<file path="src/rtl/fetch_unit.sv">
// Instruction-fetch stage: owns the PC, issues req/ready fetches to instruction memory,
// and drives a single registered instruction slot into the IF/ID register.
module fetch_unit #(
    parameter logic [31:0] RESET_PC = 32'h0000_3000,
    parameter int          IMEM_AW  = 32
) (
    input  logic               clk,
    input  logic               reset,
    input  logic               stop,
    input  logic               redirect_valid,
    input  logic [31:0]        redirect_pc,
    output logic               imem_req,
    output logic [IMEM_AW-1:0] imem_addr,
    input  logic               imem_ready,
    input  logic [31:0]        imem_rdata,
    output logic [31:0]        ins_out,
    output logic [31:0]        pc_out,
    output logic               fetch_valid
);

    localparam logic [1:0] ST_FETCH = 2'd0;
    localparam logic [1:0] ST_SKID  = 2'd1;
    localparam logic [1:0] ST_DROP  = 2'd2;

    logic [1:0]  state_reg, state_next;
    logic [31:0] pc_reg, pc_next;
    logic [31:0] stale_addr_reg, stale_addr_next;
    logic [31:0] slot_ins_reg, slot_ins_next;
    logic [31:0] slot_pc_reg, slot_pc_next;
    logic        slot_valid_reg, slot_valid_next;
    logic [31:0] skid_ins_reg, skid_ins_next;
    logic [31:0] skid_pc_reg, skid_pc_next;

    logic        slot_free;
    logic [31:0] pc_inc;
    logic [31:0] redirect_target;
    logic [31:0] addr_sel;
    logic        unused_low_bits;

    assign slot_free       = !slot_valid_reg || !stop;
    assign pc_inc          = pc_reg + 32'd4;
    assign redirect_target = {redirect_pc[31:2], 2'b00};
    assign unused_low_bits = ^redirect_pc[1:0];

    always_comb begin
        state_next      = state_reg;
        pc_next         = pc_reg;
        stale_addr_next = stale_addr_reg;
        slot_ins_next   = slot_ins_reg;
        slot_pc_next    = slot_pc_reg;
        slot_valid_next = slot_valid_reg;
        skid_ins_next   = skid_ins_reg;
        skid_pc_next    = skid_pc_reg;

        // A consumed slot turns into a bubble unless something refills it below;
        // pc_out deliberately keeps its last value.
        if (!stop) begin
            slot_valid_next = 1'b0;
            slot_ins_next   = 32'd0;
        end

        case (state_reg)
            ST_FETCH: begin
                if (redirect_valid) begin
                    pc_next = redirect_target;
                    if (!imem_ready) begin
                        // Outstanding request must still complete at its original address.
                        state_next      = ST_DROP;
                        stale_addr_next = pc_reg;
                    end
                end else if (imem_ready) begin
                    pc_next = pc_inc;
                    if (slot_free) begin
                        slot_ins_next   = imem_rdata;
                        slot_pc_next    = pc_inc;
                        slot_valid_next = 1'b1;
                    end else begin
                        skid_ins_next = imem_rdata;
                        skid_pc_next  = pc_inc;
                        state_next    = ST_SKID;
                    end
                end
            end
            ST_SKID: begin
                if (redirect_valid) begin
                    pc_next    = redirect_target;
                    state_next = ST_FETCH;
                end else if (!stop) begin
                    slot_ins_next   = skid_ins_reg;
                    slot_pc_next    = skid_pc_reg;
                    slot_valid_next = 1'b1;
                    state_next      = ST_FETCH;
                end
            end
            ST_DROP: begin
                if (redirect_valid) begin
                    pc_next = redirect_target;
                end
                if (imem_ready) begin
                    state_next = ST_FETCH;
                end
            end
            default: begin
                state_next = ST_FETCH;
            end
        endcase

        // Flush wins over everything else, including a held slot.
        if (redirect_valid) begin
            slot_valid_next = 1'b0;
            slot_ins_next   = 32'd0;
            skid_ins_next   = 32'd0;
            skid_pc_next    = 32'd0;
        end
    end

    always_ff @(posedge clk or negedge reset) begin
        if (!reset) begin
            state_reg      <= ST_FETCH;
            pc_reg         <= RESET_PC;
            stale_addr_reg <= 32'd0;
            slot_ins_reg   <= 32'd0;
            slot_pc_reg    <= 32'd0;
            slot_valid_reg <= 1'b0;
            skid_ins_reg   <= 32'd0;
            skid_pc_reg    <= 32'd0;
        end else begin
            state_reg      <= state_next;
            pc_reg         <= pc_next;
            stale_addr_reg <= stale_addr_next;
            slot_ins_reg   <= slot_ins_next;
            slot_pc_reg    <= slot_pc_next;
            slot_valid_reg <= slot_valid_next;
            skid_ins_reg   <= skid_ins_next;
            skid_pc_reg    <= skid_pc_next;
        end
    end

    assign addr_sel = (state_reg == ST_DROP) ? stale_addr_reg : pc_reg;

    // Request and address are forced low while reset is held so memory sees nothing.
    assign imem_req    = reset && (state_reg != ST_SKID);
    assign imem_addr   = reset ? addr_sel[IMEM_AW-1:0] : '0;
    assign ins_out     = slot_ins_reg;
    assign pc_out      = slot_pc_reg;
    assign fetch_valid = slot_valid_reg;

endmodule

</file>
<file path="config.mk">
export PLATFORM = sky130hd
export DESIGN_NAME = fetch_unit
export DESIGN_NICKNAME = d
export VERILOG_FILES = /design/src/rtl/fetch_unit.sv
export SDC_FILE = /design/constraint.sdc
export NUM_CORES = 1
export LEC_CHECK = 0
export ABC_AREA = 1
export CELL_PAD_IN_SITES_DETAIL_PLACEMENT = 1
export CELL_PAD_IN_SITES_GLOBAL_PLACEMENT = 2
export CORE_AREA = 2 2 186 188
export CTS_CLUSTER_DIAMETER = 40
export DETAILED_ROUTE_END_ITERATION = 8
export DIE_AREA = 0 0 188 190
export GPL_TIMING_DRIVEN = 1
export PLACE_DENSITY = 0.76
export SETUP_SLACK_MARGIN = 0.3
export SLEW_MARGIN = 20
export SYNTH_ARGS = -nofsm -noshare
export SYNTH_HDL_FRONTEND = slang
export SYNTH_SLANG_ARGS = --single-unit
</file>
<file path="constraint.sdc">
create_clock -name clk -period 2.1 [get_ports clk]
set_clock_uncertainty 0.05 [all_clocks]
set_input_delay 0.42 -clock clk [delete_from_list [all_inputs] [get_ports clk]]
set_output_delay 0.42 -clock clk [all_outputs]
set_load 0.03 [all_outputs]
</file>
==> metrics.yaml <==
cts:
  cts_buffers: 17
  clk_pin_slew_ns: 0.07
  cts-root-buf: "clkbuf_16"
  cts_tree: "yes"
  htreeDepth: 4
  cts_sinks: 189
  cts.path.max_buffers: 2
  clk_latency_ns: 0.45
cells_and_area:
  stdcell_count: 2006
  fin_util_pct: 41.3
  finalInstanceArea_um2: 14000
  nNetsFinal: 1611
  drive_gt1_share_pct: 16.2
  num_antenna_cells: 0
  area_growth_pct: 39.6
pwr:
  power.leakage_nw: 6.45
  vdd_drop_max_v: 0.000670
  total_power_mw: 21.5
  p_per_area_nw_per_um2: 1530
synthesis:
  synth_top_area_share_pct: 46.6
  seq_area_frac_synth_pct: 47.1
  yosysTopAreaCell: "dfrtp_1"
  synthFlopType: "dfrtp_1"
  synth_area_leaders: "dfrtp_1 (47%), nand2_1 (16%), o21ai_0 (9.1%)"
  ys_ff_latch: 189
  synth_edf_count: 0
  postSynthCellCount: 1362
  synth_cell_types: 35
  async_flop_share_pct: 100
  syn-cell-area_um2: 10000
  synth_warnings: 0
  avgSynthCellArea_um2: 7.37
floorplan:
  die_w_um: 188
  start_util_pct: 29.6
  num_rows: 68
  io_pins: 167
  die_h_um: 190
  fp.coreArea_um2: 33900
  dieArea_um2: 35700
grt:
  grt_pass1_wl_um: 57200
  track_usage_pct: 20.3
  grt_pass1_vias: 10300
  antenna_found_initial: 0
  grt_overflow: 0
  grt_max_degree: 101
place:
  dpl.hpwl_um: 24100
  post_dp_cell_area_um2: 12700
  routabilityCongestion: 0.795
  numPortBuffers: 162
  place_ws_ns: 0.00614
  dp.cells: 1947
sta:
  fmax_mhz: 448
  rsz0062_at_grt: "yes"
  final-setup-viol-count: 31
  final.period_utilization_pct: 106
  worst_slack_ns: -0.133
  tns_ns: -2.95
  tightest_slew_ns: 0.842
  drv_slew: 0
  timing.slew.headroom_pct: 43.9
  fin_crit_ns: 2.23
  fin_hold_ws_ns: 0.0751
  hold_viol_final: 0
worst_setup_path:
  path_cells: "ha_4 > inv_8 > clkbuf_16 > o21ai_0 > a21oi_2 > buf_6"
  crit_end: "imem_addr[12]"
  critical-path-max-stage-delay_ns: 0.43
  r2r_cells: 8
  required_ns: 1.63
  r2r-start: "state_reg[1]"
  start_kind: "flop"
  r2r_slack_ns: 0.25
  cp_data_arrival_time_ns: 1.76
  worst_setup_path_end_kind: "output pin"
  timing.rr.end: "pc_reg[16]"
  critical_path_class: "flop to output pin"
  crit_slowest_cell: "dfrtp_1"
  cp-startpoint: "state_reg[1]"
  crit_fanout: 9
route:
  wl_um: 36500
  drtAntennaViolNets: 0
  drt_iter0_markers: 426
  drc_errors: 0
  wire_per_inst_um: 18.2
  routed-via-count: 9855
  dr.pass1.iters: 4
  viasPerCell: 4.91
status:
  violations: "negative setup slack"
  status: "finished, violations left"
worst_hold_path:
  min_path_type: "input pin to asynchronous set/reset pin"
run:
  max-cap-violations: 0
report_power, final:
group	total [mW]	leakage (nW)	internal (mW)	switching, mW
clock	3.41	0.292	1.81	1.60
combinational	12.2	3.70	4.51	7.65
sequential	5.89	2.46	4.90	0.991
layout by cell type (no fill, tap or decap), types with 4 or more instances in the layout:
cell type and n:
nand2_1 420, dfrtp_1 187, o21ai_0 156, nor2_1 111, a21oi_1 111, inv_1 73
clkdlybuf4s50_1 64, dlygate4sd2_1 63, buf_12 43, buf_4 41, nand3_1 40, o21ai_1 28
clkbuf_16 22, a21oi_2 18, nand2_2 15, nor2_4 15, a21oi_4 14, a22o_1 12
nor2_2 11, o21ai_2 10, buf_6 10, o22ai_1 7, inv_2 7, nor3_1 7
clkinv_2 5, xor2_1 5, nand3_2 4, o31ai_2 4, ha_4 4, dlygate4sd3_1 4
worst max-delay path: cells and delay by family (launching register included):
family	cells	cell delay (ns)
compound gates	2	0.24
buf+inv	3	0.44
fa+ha+maj	1	0.20
flops	1	0.43
cell type report:
class                           count  area [um2]
Timing Repair Buffer              237        2740
Clock inverter                     14         161
Sequential cell                   189        4730
Fill cell                        4063       19900
Clock buffer                       18         439
Tap cell                          455         569
Inverter                           86         338
Multi-Input combinational cell   1007        5030
worst min-delay path by stage:
stage | from | end | slack [ns] | depth (start not counted)
after floorplan | reset | fetch_valid | 0.07 | 0
after global placement | reset | stale_addr_reg[23] | 0.25 | 1
after detailed placement | reset | stale_addr_reg[23] | 0.24 | 1
after CTS | reset | stale_addr_reg[29] | 0.05 | 3
after global routing | reset | stale_addr_reg[30] | 0.09 | 3
final | reset | stale_addr_reg[29] | 0.08 | 3
kinds of logic after synthesis:
| group | share of synthesized area [%] |
|---|---|
| buf+inv | 7.48 |
| flops | 47.1 |
| simple gates | 25.1 |
| compound gates | 19.1 |
| fa+ha+maj | 0.499 |
| xor+xnor | 0.611 |
| other cells | 0.0374 |
synthesized netlist by cell type (12+ instances only):
| master | count |
|---|---|
| nand2_1 | 432 |
| dfrtp_1 | 187 |
| o21ai_0 | 182 |
| a21oi_1 | 143 |
| nor2_1 | 125 |
| inv_1 | 75 |
| nand3_1 | 43 |
| clkbuf_1 | 32 |
| buf_2 | 23 |
| a22o_1 | 12 |
| o21ai_1 | 12 |
per-layer routing:
| metal | wire (um) | vias to the layer above | GRT usage, % |
|---|---|---|---|
| met4 | 680 | 0 | 5.97 |
| met5 | 0 | - | 0 |
| met3 | 1280 | 31 | 3.30 |
| met1 | 16300 | 4886 | 25.9 |
| met2 | 18200 | 165 | 35.2 |
| li1 | - | 4773 | - |
timing repair:
action / 4_1_cts / 5_1_grt
resized for setup: 128 / 62
pin swaps: 0 / 4
hold endpoints to repair: 26 / 0
gates cloned: 1 / 5
endpoints found under the setup margin: 218 / 173
setup buffers: 2 / 15
hold buffers: 4 / 0
No activity file was read; power rests on OpenSTA's default activity.
